===== src/rtl/mips_pipe_pkg.sv =====
// Shared MIPS pipeline encodings for the hazard controller: opcodes, forwarding selects, NOP, FSM states.
// Definitions only; no timing or flow-control behaviour lives here.
package mips_pipe_pkg;

    localparam logic [5:0] OP_RTYPE = 6'b000000;
    localparam logic [5:0] OP_LW    = 6'b100011;
    localparam logic [5:0] OP_SW    = 6'b101011;
    localparam logic [5:0] OP_BEQ   = 6'b000100;

    localparam logic [1:0] FWD_REG = 2'b00;
    localparam logic [1:0] FWD_MEM = 2'b01;
    localparam logic [1:0] FWD_WB  = 2'b10;

    localparam logic [31:0] NOP_WORD = 32'h0000_0000;

    typedef enum logic [1:0] {
        RUN     = 2'd0,
        LDSTALL = 2'd1,
        FROZEN  = 2'd2
    } hazState_t;

    typedef struct packed {
        logic       hasDest;
        logic [4:0] dest;
        logic       useRs;
        logic       useRt;
    } decInfo_t;

    function automatic logic isLoad(input logic [31:0] instr);
        return instr[31:26] == OP_LW;
    endfunction

endpackage


===== src/rtl/hazard_decode.sv =====
// Register-usage decode of one instruction (upper bits only; shamt/funct never matter).
// Purely combinational, zero latency, no flow control.
module hazard_decode
    import mips_pipe_pkg::*;
(
    input  logic [31:11] instr,
    output decInfo_t     dec
);

    always_comb begin
        dec = '0;
        unique case (instr[31:26])
            OP_RTYPE: begin
                dec.dest  = instr[15:11];
                dec.useRs = 1'b1;
                dec.useRt = 1'b1;
            end
            OP_LW: begin
                dec.dest  = instr[20:16];
                dec.useRs = 1'b1;
            end
            OP_SW, OP_BEQ: begin
                dec.useRs = 1'b1;
                dec.useRt = 1'b1;
            end
            default: ;
        endcase
        // Writes to $0 are discarded by the regfile, so they never create a dependency.
        dec.hasDest = (dec.dest != 5'd0);
    end

endmodule


===== src/rtl/hazard_ctrl.sv =====
// Hazard controller for the 5-stage core: stall/bubble/flush/freeze are same-cycle combinational,
// forwarding selects are registered at the D->E edge; mem_wait freezes every state element.
module hazard_ctrl
    import mips_pipe_pkg::*;
#(
    parameter int CNT_W = 16
) (
    input  logic             clk,
    input  logic             rst_n,
    input  logic [31:0]      instr_d,
    input  logic             valid_d,
    input  logic             branch_taken_e,
    input  logic             mem_wait,
    output logic             stall_f,
    output logic             stall_d,
    output logic             bubble_e,
    output logic             flush_fd,
    output logic             freeze,
    output logic [1:0]       fwd_a_e,
    output logic [1:0]       fwd_b_e,
    output logic [CNT_W-1:0] stall_cnt,
    output logic [CNT_W-1:0] flush_cnt
);

    localparam logic [CNT_W-1:0] CNT_MAX = '1;

    logic [31:0] instrD, shE, shM, shW;
    decInfo_t    dDec, eDec, mDec, wDec;
    hazState_t   state;
    logic [4:0]  rsD, rtD;
    logic [1:0]  fwdA, fwdB;
    logic        loadUse, stallCond;

    assign instrD = valid_d ? instr_d : NOP_WORD;
    assign rsD    = instrD[25:21];
    assign rtD    = instrD[20:16];

    hazard_decode uDecD (.instr(instrD[31:11]), .dec(dDec));
    hazard_decode uDecE (.instr(shE[31:11]),    .dec(eDec));
    hazard_decode uDecM (.instr(shM[31:11]),    .dec(mDec));
    hazard_decode uDecW (.instr(shW[31:11]),    .dec(wDec));

    // A load in E has no result yet, so it is handled by the stall rather than a select.
    always_comb begin
        fwdA = FWD_REG;
        fwdB = FWD_REG;
        if (dDec.useRs) begin
            if (eDec.hasDest && !isLoad(shE) && eDec.dest == rsD) fwdA = FWD_MEM;
            else if (mDec.hasDest && mDec.dest == rsD)            fwdA = FWD_WB;
        end
        if (dDec.useRt) begin
            if (eDec.hasDest && !isLoad(shE) && eDec.dest == rtD) fwdB = FWD_MEM;
            else if (mDec.hasDest && mDec.dest == rtD)            fwdB = FWD_WB;
        end
    end

    assign loadUse = isLoad(shE) && eDec.hasDest &&
                     ((dDec.useRs && rsD == eDec.dest) || (dDec.useRt && rtD == eDec.dest));

    assign stallCond = loadUse && !branch_taken_e && !mem_wait;
    assign freeze    = mem_wait;
    assign flush_fd  = branch_taken_e && !mem_wait;
    assign stall_f   = stallCond;
    assign stall_d   = stallCond;
    assign bubble_e  = (loadUse || branch_taken_e) && !mem_wait;

    always_ff @(posedge clk or negedge rst_n) begin
        if (!rst_n) begin
            shE     <= NOP_WORD;
            shM     <= NOP_WORD;
            shW     <= NOP_WORD;
            fwd_a_e <= FWD_REG;
            fwd_b_e <= FWD_REG;
        end else if (!mem_wait) begin
            shW     <= shM;
            shM     <= shE;
            shE     <= bubble_e ? NOP_WORD : instrD;
            fwd_a_e <= bubble_e ? FWD_REG : fwdA;
            fwd_b_e <= bubble_e ? FWD_REG : fwdB;
        end
    end

    always_ff @(posedge clk or negedge rst_n) begin
        if (!rst_n) begin
            state     <= RUN;
            stall_cnt <= '0;
            flush_cnt <= '0;
        end else begin
            if (mem_wait) begin
                state <= FROZEN;
            end else begin
                unique case (state)
                    RUN, FROZEN: state <= stallCond ? LDSTALL : RUN;
                    LDSTALL:     state <= RUN;
                    default:     state <= RUN;
                endcase
            end
            if (stallCond && state != LDSTALL && stall_cnt != CNT_MAX)
                stall_cnt <= stall_cnt + 1'b1;
            if (flush_fd && flush_cnt != CNT_MAX)
                flush_cnt <= flush_cnt + 1'b1;
        end
    end

    // The lw has moved on to M after one stall cycle, so a second stall in a row means a bad shadow.
    assert property (@(posedge clk) disable iff (!rst_n) (state == LDSTALL) |-> !stallCond);
    assert property (@(posedge clk) disable iff (!rst_n)
                     !$isunknown({shE, shM, shW, dDec, eDec, mDec, wDec, state}));

endmodule

===== config.mk =====
export PLATFORM = sky130hd
export DESIGN_NAME = hazard_ctrl
export DESIGN_NICKNAME = d
export VERILOG_FILES = /design/src/rtl/mips_pipe_pkg.sv /design/src/rtl/hazard_decode.sv /design/src/rtl/hazard_ctrl.sv
export SDC_FILE = /design/constraint.sdc
export NUM_CORES = 1
export LEC_CHECK = 0
export CAP_MARGIN = 20
export CORE_ASPECT_RATIO = 2
export CORE_MARGIN = 4
export CORE_UTILIZATION = 55
export DETAILED_ROUTE_END_ITERATION = 8
export PLACE_DENSITY_LB_ADDON = 0.08
export SYNTH_ARGS = -nofsm -noshare
export SYNTH_HDL_FRONTEND = slang
export SYNTH_SLANG_ARGS = --single-unit

===== constraint.sdc =====
create_clock -name clk -period 7.3 [get_ports clk]
set_clock_uncertainty 0.1 [all_clocks]
set_input_delay 1.46 -clock clk [delete_from_list [all_inputs] [get_ports clk]]
set_output_delay 1.46 -clock clk [all_outputs]
set_load 0.01 [all_outputs]

### Yosys cells after proc, flatten, opt, wreduce, memory -nomap -nowiden

Cells that the tools add are included.

* reductions and logical operators: 30
* $add $sub $neg: 2
* multiplexer cells: 17
* eq/ne operators: 15

Operators with widths (number)
* $mux W32: 2
* $add A16 B1 Y16 const B: 2
* $ne A16 B16 Y1 const B: 2
* $eq A5 B5 Y1: 6
* $eq A6 B6 Y1 const B: 4
* $pmux W5 S2: 2
* $logic_not A6 Y1: 3
* $mux W2: 9
* $logic_and A1 B1 Y1: 16
* $reduce_bool A5 Y1: 2
* $eq A6 B3 Y1 const B: 1
* $mux W1: 4
* $reduce_or A4 Y1: 1
* $logic_not A1 Y1: 3
* $reduce_or A3 Y1: 1
* $eq A2 B2 Y1 const B: 1
* $logic_not A2 Y1: 1
* $logic_or A1 B1 Y1: 2
* $ne A2 B1 Y1 const B: 1
* $reduce_or A2 Y1: 1

* output and inout bits: 41
* word-level logic and storage cells: 71
* register bits: 102
* input bits: 37

### Depth between registers and ports, before layout

* word-level depth: 12
* gate-level depth with buffers: 10

### Cells and area by module

From an unflattened synthesis, not the netlist that was laid out.

* cells, all modules: 413
* area, all modules: 4419.2 sq um

By module, submodules not included
* hazard_ctrl: times used 1, cells an instance 353, area an instance 3983.8 sq um
* hazard_decode: times used 3, cells an instance 20, area an instance 145.1 sq um

### Worst setup path before layout

OpenSTA, ideal clock, no wires.

* path kind: input-to-output
* start point: in valid_d
* end point: out stall_f
* slack: 2.589 ns
* arrival: 3.151 ns
* required time: 5.740 ns
* stages on the path: 9
* cell sequence: buf_1 -> nand2_1 -> xor2_1 -> nand2_1 -> a211oi_2 -> a31o_2 -> nand2_1 -> nor3_1 -> buf_4

* word-level cells in the longest chain between the ends: 9
* elaborated cells between the ends (all ways): 17

RTL lines
* from (decl): RTL line hazard_ctrl.sv:11 `input logic valid_d,`
* $mux W32 (*): RTL line hazard_ctrl.sv:34 `assign instrD = valid_d ? instr_d : NOP_WORD;`
* $eq A6 B6 Y1, or another cell as far along: RTL line hazard_decode.sv:12 `unique case (instr[31:26])`
* $reduce_or A4 Y1 (no source line) or $reduce_or A3 Y1 (tied branches)
* $mux W1: RTL line hazard_decode.sv:12
* $logic_and A1 B1 Y1: RTL line hazard_ctrl.sv:58 `((dDec.useRs && rsD == eDec.dest) || (dDec.useRt && rtD == eDec.dest));`
* $logic_or A1 B1 Y1 (*): RTL line hazard_ctrl.sv:58
* $logic_and A1 B1 Y1 (*): RTL line hazard_ctrl.sv:57 `assign loadUse = isLoad(shE) && eDec.hasDest &&`
* $logic_and A1 B1 Y1 (*) (2 in a row): RTL line hazard_ctrl.sv:60 `assign stallCond = loadUse && !branch_taken_e && !mem_wait;`
* to (decl): RTL line hazard_ctrl.sv:14 `output logic stall_f,`

Mark *: on every way between the ends. The rest lies on a longest branch, timed or not.

### Worst setup path after layout

* start point: in valid_d
* end point: out stall_d

* word-level cells in the longest chain between the ends: 9
* elaborated cells between the ends (all ways): 17

RTL lines
* $mux W32 (*): RTL line hazard_ctrl.sv:34
* $eq A6 B6 Y1, or another cell as far along: RTL line hazard_decode.sv:12
* $reduce_or A4 Y1 (no source line) or $reduce_or A3 Y1 (tied branches)
* $mux W1: RTL line hazard_decode.sv:12
* $logic_and A1 B1 Y1: RTL line hazard_ctrl.sv:58
* $logic_or A1 B1 Y1 (*): RTL line hazard_ctrl.sv:58
* $logic_and A1 B1 Y1 (*): RTL line hazard_ctrl.sv:57
* $logic_and A1 B1 Y1 (*) (2 in a row): RTL line hazard_ctrl.sv:60
* to (decl): RTL line hazard_ctrl.sv:15 `output logic stall_d,`

Marks and branches as above.

==> summary.txt <==
Run status
  • Status: completed

Layout
  • Multi-input gate area: about 0.0019 mm2
  • Layout cells sized above 1: 0.113
  • Commonest non-fill, non-tap cells in the layout: 70 x dfrtp_1, 65 x clkdlybuf4s50_1, 25 x nand2_1, 22 x a22o_1, 21 x xnor2_1
  • Most common cell after layout, fill and taps aside: dfrtp_1
  • Antenna diode count: 0
  • Layout Utilization: 0.721
  • Final #Nets: approximately 460
  • Storage element area: 0.00175 mm2
  • Fill count: 519
  • Area Overhead vs Synth: 28.5%

Global routing
  • GR Overflow Total: 0
  • Largest net degree at the start of global routing: 71
  • First-pass GRT wire length: 14.6 mm
  • Gr usage total: 0.237
  • Vias in the first global route: between 3000 and 4000
  • Initial antenna violation count: 0

Floorplanning
  • I/O pins: between 70 and 80
  • Initial Util: 0.561
  • Core Area: 0.00662 mm2
  • Die H: 124 um
  • DIE AREA: 0.00821 mm2
  • Row count: 42
  • Die Wd: 66.1 um

Synth
  • Post-Syn Area: 0.00371 mm2
  • Synth top area share: 0.472
  • Post-synth EDFFs: 0
  • Syn_nets: ~390
  • Syn_area_per_cell: 10.5 um2
  • Ranking of synthesized cells by area: dfrtp_1 47%, a22o_1 5.2%, mux2_2 5.2%
  • Cell taking the most area after synthesis: dfrtp_1
  • Synthesized instance count: 352
  • Sequential share of the synthesized area: 0.472
  • Post-synth cell types: 56
  • Yosys reg bits: 70
  • Synth async-reset ratio: 1.00
  • Synth Flop Type: dfrtp_1
  • Ys Warns: 0

Timing
  • Endpoints failing hold: 0
  • Slew Limit Fails: 0
  • Worst-Margin Slew: approximately 0.9 ns
  • Setup TNS: 0 ns
  • Worst relative slew slack: 0.393
  • Final min period: 6.02 ns
  • Final setup violating endpoints: 0
  • FMAX: about 0.17 GHz
  • Tcrit/Tclk final: 0.824
  • RSZ-0062 raised after global routing: false

Placement
  • DP HPWL: roughly 7 mm
  • Routability cong.: 0.881
  • I/O Buffers: 66

Worst hold path
  • HP Class: flip-flop to flip-flop

Drt
  • Routed Antenna Nets: 0
  • Total Wirelength: 9.21 mm
  • Final routed DRC violation total: 0
  • Vias post-DR: just over 3000
  • DR WL/cell: ~18 um
  • Drt first pass iters: 5
  • Drt via density: about 6
  • Initial DRC count: between 100 and 150

Worst setup path
  • Crit path kind: input pin to primary output
  • Critical Path Fanout Max: 13
  • Worst Path Required: around 5.7 ns
  • Kind of end point of the critical path: primary output
  • WP data arrival: 4.46 ns
  • Startpoint types: input pin

CTS
  • # Post-CTS Setup Buffers: 0
  • Hold Buf Count CTS: 0
  • CTS buffer count: 9
  • Maximum clock insertion buffer count: 2
  • # clock sinks: 70
  • Root Driver: clkbuf_16
  • CTS H-tree lvls: 3
  • Clock Latency Late Sink: 0.33 ns
  • CTS-repair resized insts: 0
  • CTS tree: built
  • Reg clk slew, reported paths: 0.05 ns

Power
  • Power Dens Cells: 235 mW/mm2
  • Worst VDD drop: 0.204 mV
  • Pleak: 2.09 nW

Run
  • Max-Cap Viols: 0
[worst max-delay path, cell delays in order]
cell	delay, ns
clkdlybuf4s50_1	0.79
nand4_1	0.19
o211ai_1	0.34
nand2_1	0.12
a211oi_2	0.30
a31o_2	0.23
nand2_1	0.14
nor3_1	0.27
clkdlybuf4s50_1	0.60
[cell usage after synthesis (6+ instances only)]
library cell / number
xnor2_1: 21
nand3_1: 18
and3_1: 11
xor2_1: 20
nor2_1: 19
o21ai_0: 10
dfrtp_1: 70
nand4_1: 14
nor4b_1: 6
a22o_1: 22
and4_1: 6
clkbuf_1: 9
nor3_1: 9
nand2_1: 25
o21ai_1: 7
mux2_2: 17
[cell type report]
| cell class | count | area share |
|---|---|---|
| Clock buffer | 11 | 0.0488 |
| Multi-Input combinational cell | 262 | 0.390 |
| Timing Repair Buffer | 71 | 0.145 |
| Clock inverter | 5 | 0.0223 |
| Inverter | 4 | 0.00315 |
| Tap cell | 88 | 0.0231 |
| Sequential cell | 70 | 0.367 |
[flip-flops by register name, indices dropped and copies added (netlist names)]
register / count
flush_cnt: 16
state: 2
fwd_a_e: 2
stall_cnt: 16
shM: 16
shE: 16
fwd_b_e: 2
[per-stage QoR]
step | cell area, um2 | hold WS [ns] | power (mW) | setup WS [ns] | cells
4_1_cts | 4770 | 0.334 | 1.13 | 1.29 | 511
5_1_grt | 4770 | 0.367 | 1.17 | 1.11 | 511
3_5_place_dp | 4430 | 0.328 | 0.630 | 1.29 | 495
3_3_place_gp | 4430 | 0.324 | 0.627 | 1.41 | 495
2_1_floorplan | 3710 | 0.308 | 0.544 | 2.59 | 352
6_report | 4770 | 0.333 | 1.12 | 1.28 | 511
[layer usage]
| metal | GRT usage | part of all wire | vias up |
|---|---|---|---|
| met5 | 0 | 0 | - |
| met1 | 0.236 | 0.35 | 1503 |
| met2 | 0.426 | 0.57 | 92 |
| met3 | 0.0380 | 0.037 | 22 |
| li1 | - | - | 1441 |
| met4 | 0.158 | 0.038 | 0 |
[report_power, final]
part	switching (mW)	internal (mW)	leakage (nW)
Combinational	0.0856	0.0882	0.976
Clock	0.162	0.335	0.160
Sequential	0.0338	0.416	0.951
[cell families after synthesis]
kind of cell | synth area share
muxes | 0.0546
xor gates and xnor gates | 0.0967
buffers and inverters | 0.0266
AOI/OAI and AO/OA | 0.150
adders and majority gates | 0.00674
DFF | 0.472
and+or+nand+nor | 0.194
[path summary, 6_finish.rpt]
kind                                startpoint                         to  slack [ns]  cells after the start
min in group asynchronous                rst_n   stall_cnt[3]$_DFFE_PN0P_        1.21                      2
min                         state[0]$_DFF_PN0_         state[0]$_DFF_PN0_        0.33                      1
max in group asynchronous                rst_n  stall_cnt[11]$_DFFE_PN0P_        5.30                      2
min reg2reg                 state[0]$_DFF_PN0_         state[0]$_DFF_PN0_        0.33                      1
max reg2reg                shE[29]$_DFFE_PN0N_  stall_cnt[14]$_DFFE_PN0P_        4.22                      8
max                                    valid_d                    stall_d        1.28                      9
No activity file was read; power rests on OpenSTA's default activity.
